### src/rtl/kbd_operand_loader.sv
// kbd_operand_loader: synchronizes DIP switches and debounces ENTER/CLEAR,
// then commits the nibble as operand A, then operand B, for the 4-bit keyboard adder.
// Latency: a press is seen DEBOUNCE_CYCLES+1 edges after the first high sample; no backpressure.
// Ports: clk, rst_n (sync, active-low); key_code[3:0], key_enter, key_clear (raw, async);
//        kbd1[4:1], kbd2[4:1] (operands, [1] = LSB), operands_valid, phase[1:0] (00 A, 01 B, 10 SHOW).
module kbd_operand_loader #(
  parameter int DEBOUNCE_CYCLES = 16
) (
  input  logic       clk,
  input  logic       rst_n,
  input  logic [3:0] key_code,
  input  logic       key_enter,
  input  logic       key_clear,
  output logic [4:1] kbd1,
  output logic [4:1] kbd2,
  output logic       operands_valid,
  output logic [1:0] phase
);

  localparam int CW = (DEBOUNCE_CYCLES > 1) ? $clog2(DEBOUNCE_CYCLES) : 1;
  localparam logic [CW-1:0] CNT_MAX = CW'(DEBOUNCE_CYCLES - 1);

  localparam logic [1:0] ST_ENTER_A = 2'b00;
  localparam logic [1:0] ST_ENTER_B = 2'b01;
  localparam logic [1:0] ST_SHOW    = 2'b10;

  // Button index 0 = ENTER, 1 = CLEAR.
  localparam int BTN_ENTER = 0;
  localparam int BTN_CLEAR = 1;

  // Two-flop synchronizers, deliberately left out of reset.
  logic [3:0] code_m, code_s;
  logic [1:0] btn_m, btn_s;

  always_ff @(posedge clk) begin
    code_m <= key_code;
    code_s <= code_m;
    btn_m  <= {key_clear, key_enter};
    btn_s  <= btn_m;
  end

  // Debouncers. 'armed' blocks events until the button has been seen
  // released (debounced) since reset, so a button held through reset
  // cannot fire on its own.
  logic [1:0]    btn_db;
  logic [1:0]    armed;
  logic [CW-1:0] cnt [2];
  logic [1:0]    press_evt;

  always_comb begin
    press_evt = 2'b00;
    for (int i = 0; i < 2; i++) begin
      press_evt[i] = btn_s[i] && !btn_db[i] && (cnt[i] == CNT_MAX) && armed[i];
    end
  end

  always_ff @(posedge clk) begin
    if (!rst_n) begin
      btn_db <= 2'b00;
      armed  <= 2'b00;
      for (int i = 0; i < 2; i++) begin
        cnt[i] <= '0;
      end
    end else begin
      for (int i = 0; i < 2; i++) begin
        if (btn_s[i] == btn_db[i]) begin
          if (!armed[i] && !btn_db[i]) begin
            // Not yet armed: require a full debounce window of "released".
            if (cnt[i] == CNT_MAX) begin
              armed[i] <= 1'b1;
              cnt[i]   <= '0;
            end else begin
              cnt[i] <= cnt[i] + 1'b1;
            end
          end else begin
            cnt[i] <= '0;
          end
        end else if (cnt[i] != CNT_MAX) begin
          cnt[i] <= cnt[i] + 1'b1;
        end else begin
          btn_db[i] <= btn_s[i];
          cnt[i]    <= '0;
          if (!btn_s[i]) begin
            armed[i] <= 1'b1;
          end
        end
      end
    end
  end

  wire enter_evt = press_evt[BTN_ENTER];
  wire clear_evt = press_evt[BTN_CLEAR];

  // Operand FSM; CLEAR wins over ENTER on the same edge.
  always_ff @(posedge clk) begin
    if (!rst_n) begin
      kbd1           <= 4'b0000;
      kbd2           <= 4'b0000;
      operands_valid <= 1'b0;
      phase          <= ST_ENTER_A;
    end else if (clear_evt) begin
      kbd1           <= 4'b0000;
      kbd2           <= 4'b0000;
      operands_valid <= 1'b0;
      phase          <= ST_ENTER_A;
    end else if (enter_evt) begin
      case (phase)
        ST_ENTER_A: begin
          kbd1  <= code_s;
          phase <= ST_ENTER_B;
        end
        ST_ENTER_B: begin
          kbd2           <= code_s;
          operands_valid <= 1'b1;
          phase          <= ST_SHOW;
        end
        ST_SHOW: begin
          // New pair starts; previous B stays visible until overwritten.
          kbd1           <= code_s;
          operands_valid <= 1'b0;
          phase          <= ST_ENTER_B;
        end
        default: begin
          kbd1           <= 4'b0000;
          kbd2           <= 4'b0000;
          operands_valid <= 1'b0;
          phase          <= ST_ENTER_A;
        end
      endcase
    end
  end

endmodule
### config.mk
export PLATFORM = sky130hd
export DESIGN_NAME = kbd_operand_loader
export DESIGN_NICKNAME = d
export VERILOG_FILES = /design/src/rtl/kbd_operand_loader.sv
export SDC_FILE = /design/constraint.sdc
export NUM_CORES = 1
export LEC_CHECK = 0
export CORE_MARGIN = 10
export CORE_UTILIZATION = 60
export CTS_CLUSTER_SIZE = 40
export DETAILED_ROUTE_END_ITERATION = 16
export DONT_BUFFER_PORTS = 1
export GPL_ROUTABILITY_DRIVEN = 0
export GPL_TIMING_DRIVEN = 1
export PLACE_DENSITY = 0.76
export SLEW_MARGIN = 0
export SYNTH_ARGS = -nofsm -noshare
export SYNTH_HDL_FRONTEND = slang
export SYNTH_SLANG_ARGS = --single-unit
export TNS_END_PERCENT = 20
### constraint.sdc
create_clock -name clk -period 1.81 [get_ports clk]
set_clock_uncertainty 0.15 [all_clocks]
set_input_delay 0 -clock clk [delete_from_list [all_inputs] [get_ports clk]]
set_output_delay 0 -clock clk [all_outputs]
set_load 0.1 [all_outputs]
### After elaboration in Yosys (flattened, before gate mapping)

Memories as Yosys holds them, arrays and structs flattened.
Index checks and enable logic that the tools add are counted.

| storage, ports and cells | value |
|---|---|
| flip-flop bits (word level) | 27 |
| RAM bits | 8 |
| output and inout bits | 11 |
| word-level logic and storage cells | 140 |
| memories | 1 |

Memories:

| name | words | width | rd ports | clocked after memory_dff | wr ports | line | source |
|---|---|---|---|---|---|---|---|
| cnt | 2 | 4 | 2 | 0 | 2 | 47 | `logic [CW-1:0] cnt [2];` |

| operators by class | value |
|---|---|
| $add $sub $neg | 2 |
| eq/ne operators | 16 |
| multiplexer cells | 69 |
| bitwise gates (word level) | 18 |
| reductions and logical operators | 22 |

Operator list:

| cell | count |
|---|---|
| $mux W1 | 55 |
| $mux W4 | 10 |
| $pmux W4 S2 | 2 |
| $ne A2 B1 Y1 const B | 5 |
| $or A1 B1 Y1 | 10 |
| $reduce_and A2 Y1 | 5 |
| $add A4 B1 Y4 const B | 2 |
| $eq A4 B4 Y1 const B | 2 |
| $logic_and A1 B1 Y1 | 8 |
| $ne A4 B4 Y1 const B | 2 |
| $not A1 Y1 | 8 |
| $reduce_and A4 Y1 | 2 |
| $ne A2 B2 Y1 const B | 3 |
| $logic_not A1 Y1 | 4 |
| $pmux W2 S2 | 1 |
| $reduce_or A2 Y1 | 2 |
| $eq A1 B1 Y1 | 2 |
| $eq A2 B1 Y1 const B | 1 |
| $eq A2 B2 Y1 const B | 1 |
| $logic_not A2 Y1 | 1 |
| $pmux W1 S2 | 1 |

### Logic depth before layout (Yosys ltp)

| depth | value |
|---|---|
| depth in word-level cells | 11 |
| mapped depth | 6 |

### Least setup slack after synthesis

No wires, ideal clock.

| timing | value |
|---|---|
| path type | reg2reg |
| start point | reg phase[0] |
| end point | reg operands_valid |
| library setup time | 0.086 ns |
| data arrival time | 1.637 ns |
| slack | -0.063 ns |
| stages on the path, launching flop included | 4 |
| buffers on the path | 0 |
| period minus slack after synthesis | 1.873 ns |
| path through | dfxtp_1 > and3_2 > a21oi_1 > a211oi_1 |

| on the way | value |
|---|---|
| word-level cells in the longest chain between the ends | 3 |
| elaborated cells between the ends (all ways) | 5 |

RTL lines:

| element | line | source |
|---|---|---|
| start, declared | 17 | `output logic [1:0] phase` |
| start signal, assigned | 100 | `phase <= ST_ENTER_A;` |
| start signal, assigned | 105 | `phase <= ST_ENTER_A;` |
| start signal, assigned | 110 | `phase <= ST_ENTER_B;` |
| branches (longest 3 deep; another with $eq A2 B1 Y1) | -- |  |
| end signal, assigned | 104 | `operands_valid <= 1'b0;` |
| end signal, assigned | 114 | `operands_valid <= 1'b1;` |
| end signal, assigned | 120 | `operands_valid <= 1'b0;` |
| end, declared | 16 | `output logic operands_valid,` |

Parallel ways; which one is timed is not known.
A chain may end at the register's enable or synchronous reset.

==> key figures <==
Outcome
  • Status: finished, final reports clean

Clock network
  • Root Buffer: clkbuf_4
  • Num CTS Buffers: 5
  • Number of clock sinks: 35
  • Setup Buffers After CTS: 0
  • H-tree depth: 2
  • TritonCTS clock tree: done
  • Clock transition at the registers of the reported paths: 0.10 ns
  • Number of gates resized after CTS: 0
  • Max clock buf depth: 2
  • Worst skew pair latency: approximately 0.33 ns

Worst setup path
  • Crit-path cells: ha_1 -> nand3_2 -> nand3_1 -> nor2_1
  • R2R Path Start: cnt[0][0]
  • Setup slack, reg-to-reg: 0.25 ns
  • Max stage delay on crit path: just under 0.4 ns
  • WP depth: 4
  • Critical Path End: cnt[0][3]
  • RR Endpoint: cnt[0][3]
  • Critical path's top delay family: simple AND/OR/NAND/NOR gates
  • Crit. End Element: register
  • CP startpoint kind: register
  • Crit Path Class: register to register
  • Crit-path max FO: 14
  • WP buf/inv: 0
  • Crit path from: cnt[0][0]
  • Cells on worst reg2reg path: 4
  • CP Data Required Time: about 1.8 ns
  • Critical path arrival: 1.50 ns
  • CP max-delay cell: edfxtp_1

Synthesis
  • Compound-Gate Fraction of Synth Area: 13.9%
  • Yosys warns: 0
  • Multiplexer area fraction after synthesis: 0%
  • Cells after Synth: 122
  • Largest family of logic cells by synthesized area: simple AND/OR/NAND/NOR gates
  • Synth area leaders: dfxtp_1, edfxtp_1, ha_1
  • Share of the synthesized area in the top cell type: approximately 41%
  • Post-Synth XOR/XNOR Area: between 2 and 3%
  • Post-Synth Simple-Gate Area: between 10% and 20%
  • Avg Cell Area, Syn: about 11 um2
  • #FFs+latches synth: 35
  • Post-synthesis sequential area ratio: roughly three fifths
  • Mapped Area: between 0.001 and 0.0015 mm2
  • Biggest area consumer among synthesized cells: dfxtp_1
  • Area share of fa/ha/maj cells after synthesis: under 10%
  • Post-synthesis cell type count: 30

Drt
  • Drt via density: 5.46
  • Initial DRC count: 54
  • Residual DRC: 0
  • Pre-antenna DRT Iters: 5
  • DRT Wirelength: roughly 2500 um
  • Via Count: 977
  • Routed WL per cell: 14.1 um
  • Routed Antenna Nets: 0

Pwr
  • Leakage: roughly 0.63 nW
  • Tot Pwr: 0.00150 W
  • Worst VDD drop: about 0.84 mV
  • Pwr/cell area: slightly above 900 mW/mm2

Timing
  • Fin. max-slew vios: 0
  • FMAX: approximately 640 MHz
  • Setup TNS: 0 ns
  • RSZ-0062 raised after global routing: no
  • Final setup fails: 0
  • Final period util: a little under nine tenths
  • Fin. Hold Viols: 0
  • Post-route minimum period: ~1.6 ns

Finish
  • Layout area overhead: 21.3%
  • Fill cells: ~140
  • Nets: approximately 160
  • Reg area: roughly 800 um2
  • Share of cells above drive strength 1: approximately 16%
  • Commonest non-fill, non-tap cell in the layout: dfxtp_1
  • Commonest cells after routing, fill and taps aside: dfxtp_1, buf_4, a21oi_1
  • Antenna cells: 0
  • Footprint of the multi-input gates: around 530 um2

Place
  • I/O Buffers: 0
  • HPWL Detailed: 1820 um

Flow run
  • Max cap viols: 0

Global routing
  • Global-route wire length before repair: around 4400 um
  • Initial antenna violation count: 0
  • Aggregate global routing overflow: 0
  • Largest net degree at the start of global routing: 15
  • Total track usage: between 10% and 20%
  • Vias in the first global route: around 1.0k

Floorplan
  • Die area: approximately 0.0045 mm2
  • Starting Density: approximately 65%
  • Die Wd: about 67 um
  • # rows: 16
  • # IOs: 19
  • Die H: ~67 um
  • Core area: between 0.002 and 0.0025 mm2

Worst hold path
  • Worst Hold Class: primary input to register
-- repair_timing --
item / 4_1_cts / 5_1_grt
setup endpoints to repair: 0 / 0
hold buffers: 7 / 0
hold endpoints to repair: 29 / 0
-- flip-flops by register name, summed over array words and instances, names as in the netlist --
name and count:
operands_valid 1, code_s 4, code_m 4, btn_s 2
phase 2, cnt 8, btn_db 2, kbd2 4
kbd1 4, armed 2, btn_m 2
-- how the worst min path moves through the flow --
stage	startpoint	endpoint	slack [ns]	cells after the start
final	key_code[0]	code_m[0]	0.06	1
after global placement	key_code[3]	code_m[3]	-0.12	0
after detailed placement	key_code[1]	code_m[1]	-0.12	0
after floorplan	key_enter	btn_m[0]	-0.12	0
after CTS	key_clear	btn_m[1]	0.05	1
after global routing	key_enter	btn_m[0]	0.04	1
-- final cells by class --
class                   count  share of cell area, %
flip-flops and latches     35                   48.4
multi-input cells          86                   32.8
repair buffers             19                   9.91
clock buffers               7                   5.42
well taps                  27                   2.09
inverters                   4                  0.930
clock inverters             1                  0.387
-- layer usage --
metal	GRT usage, %	part of all wire (%)	up-vias
li1	-	-	489
met1	13.6	41	454
met2	21.1	50	30
met3	6.02	7.6	4
met4	4.10	1.2	0
met5	0	0	-
-- report_power, final --
part | total (W) | internal [W] | switching [W]
Combinational | 0.0000711 | 0.0000331 | 0.0000380
Clock | 0.000581 | 0.000320 | 0.000260
Sequential | 0.000852 | 0.000832 | 0.0000200
-- stage by stage --
stage / worst slack, ns / cell area (um2) / util, % / hold WS [ns] / instances
floorplan: 0.0131 / 1360 / - / -0.122 / 129
global placement: 0.316 / 1450 / 71.1 / -0.122 / 164
detailed placement: 0.267 / 1450 / 71.1 / -0.122 / 164
CTS: 0.253 / 1620 / 79.1 / 0.0532 / 179
global route: 0.0450 / 1620 / 79.1 / 0.0420 / 179
finish: 0.250 / 1620 / 79.1 / 0.0618 / 179
-- logic make-up after synthesis --
family | Yosys count
compound gates | 32
xor+xnor | 4
fa+ha+maj | 5
buf+inv | 8
flops | 35
other cells | 1
simple gates | 37
-- synth_stat cells, drive strengths merged --
cell	count
a211oi	2
a21boi	2
a21oi	11
and3	3
and3b	1
buf	3
clkbuf	1
conb	1
dfxtp	27
edfxtp	8
ha	5
inv	4
nand2	5
nand3	11
nand3b	1
nand4	1
nand4b	4
nor2	8
nor2b	2
o21a	1
o21ai	11
o31ai	5
or3b	1
xnor2	1
xor2	3
No activity file was read; power rests on OpenSTA's default activity.
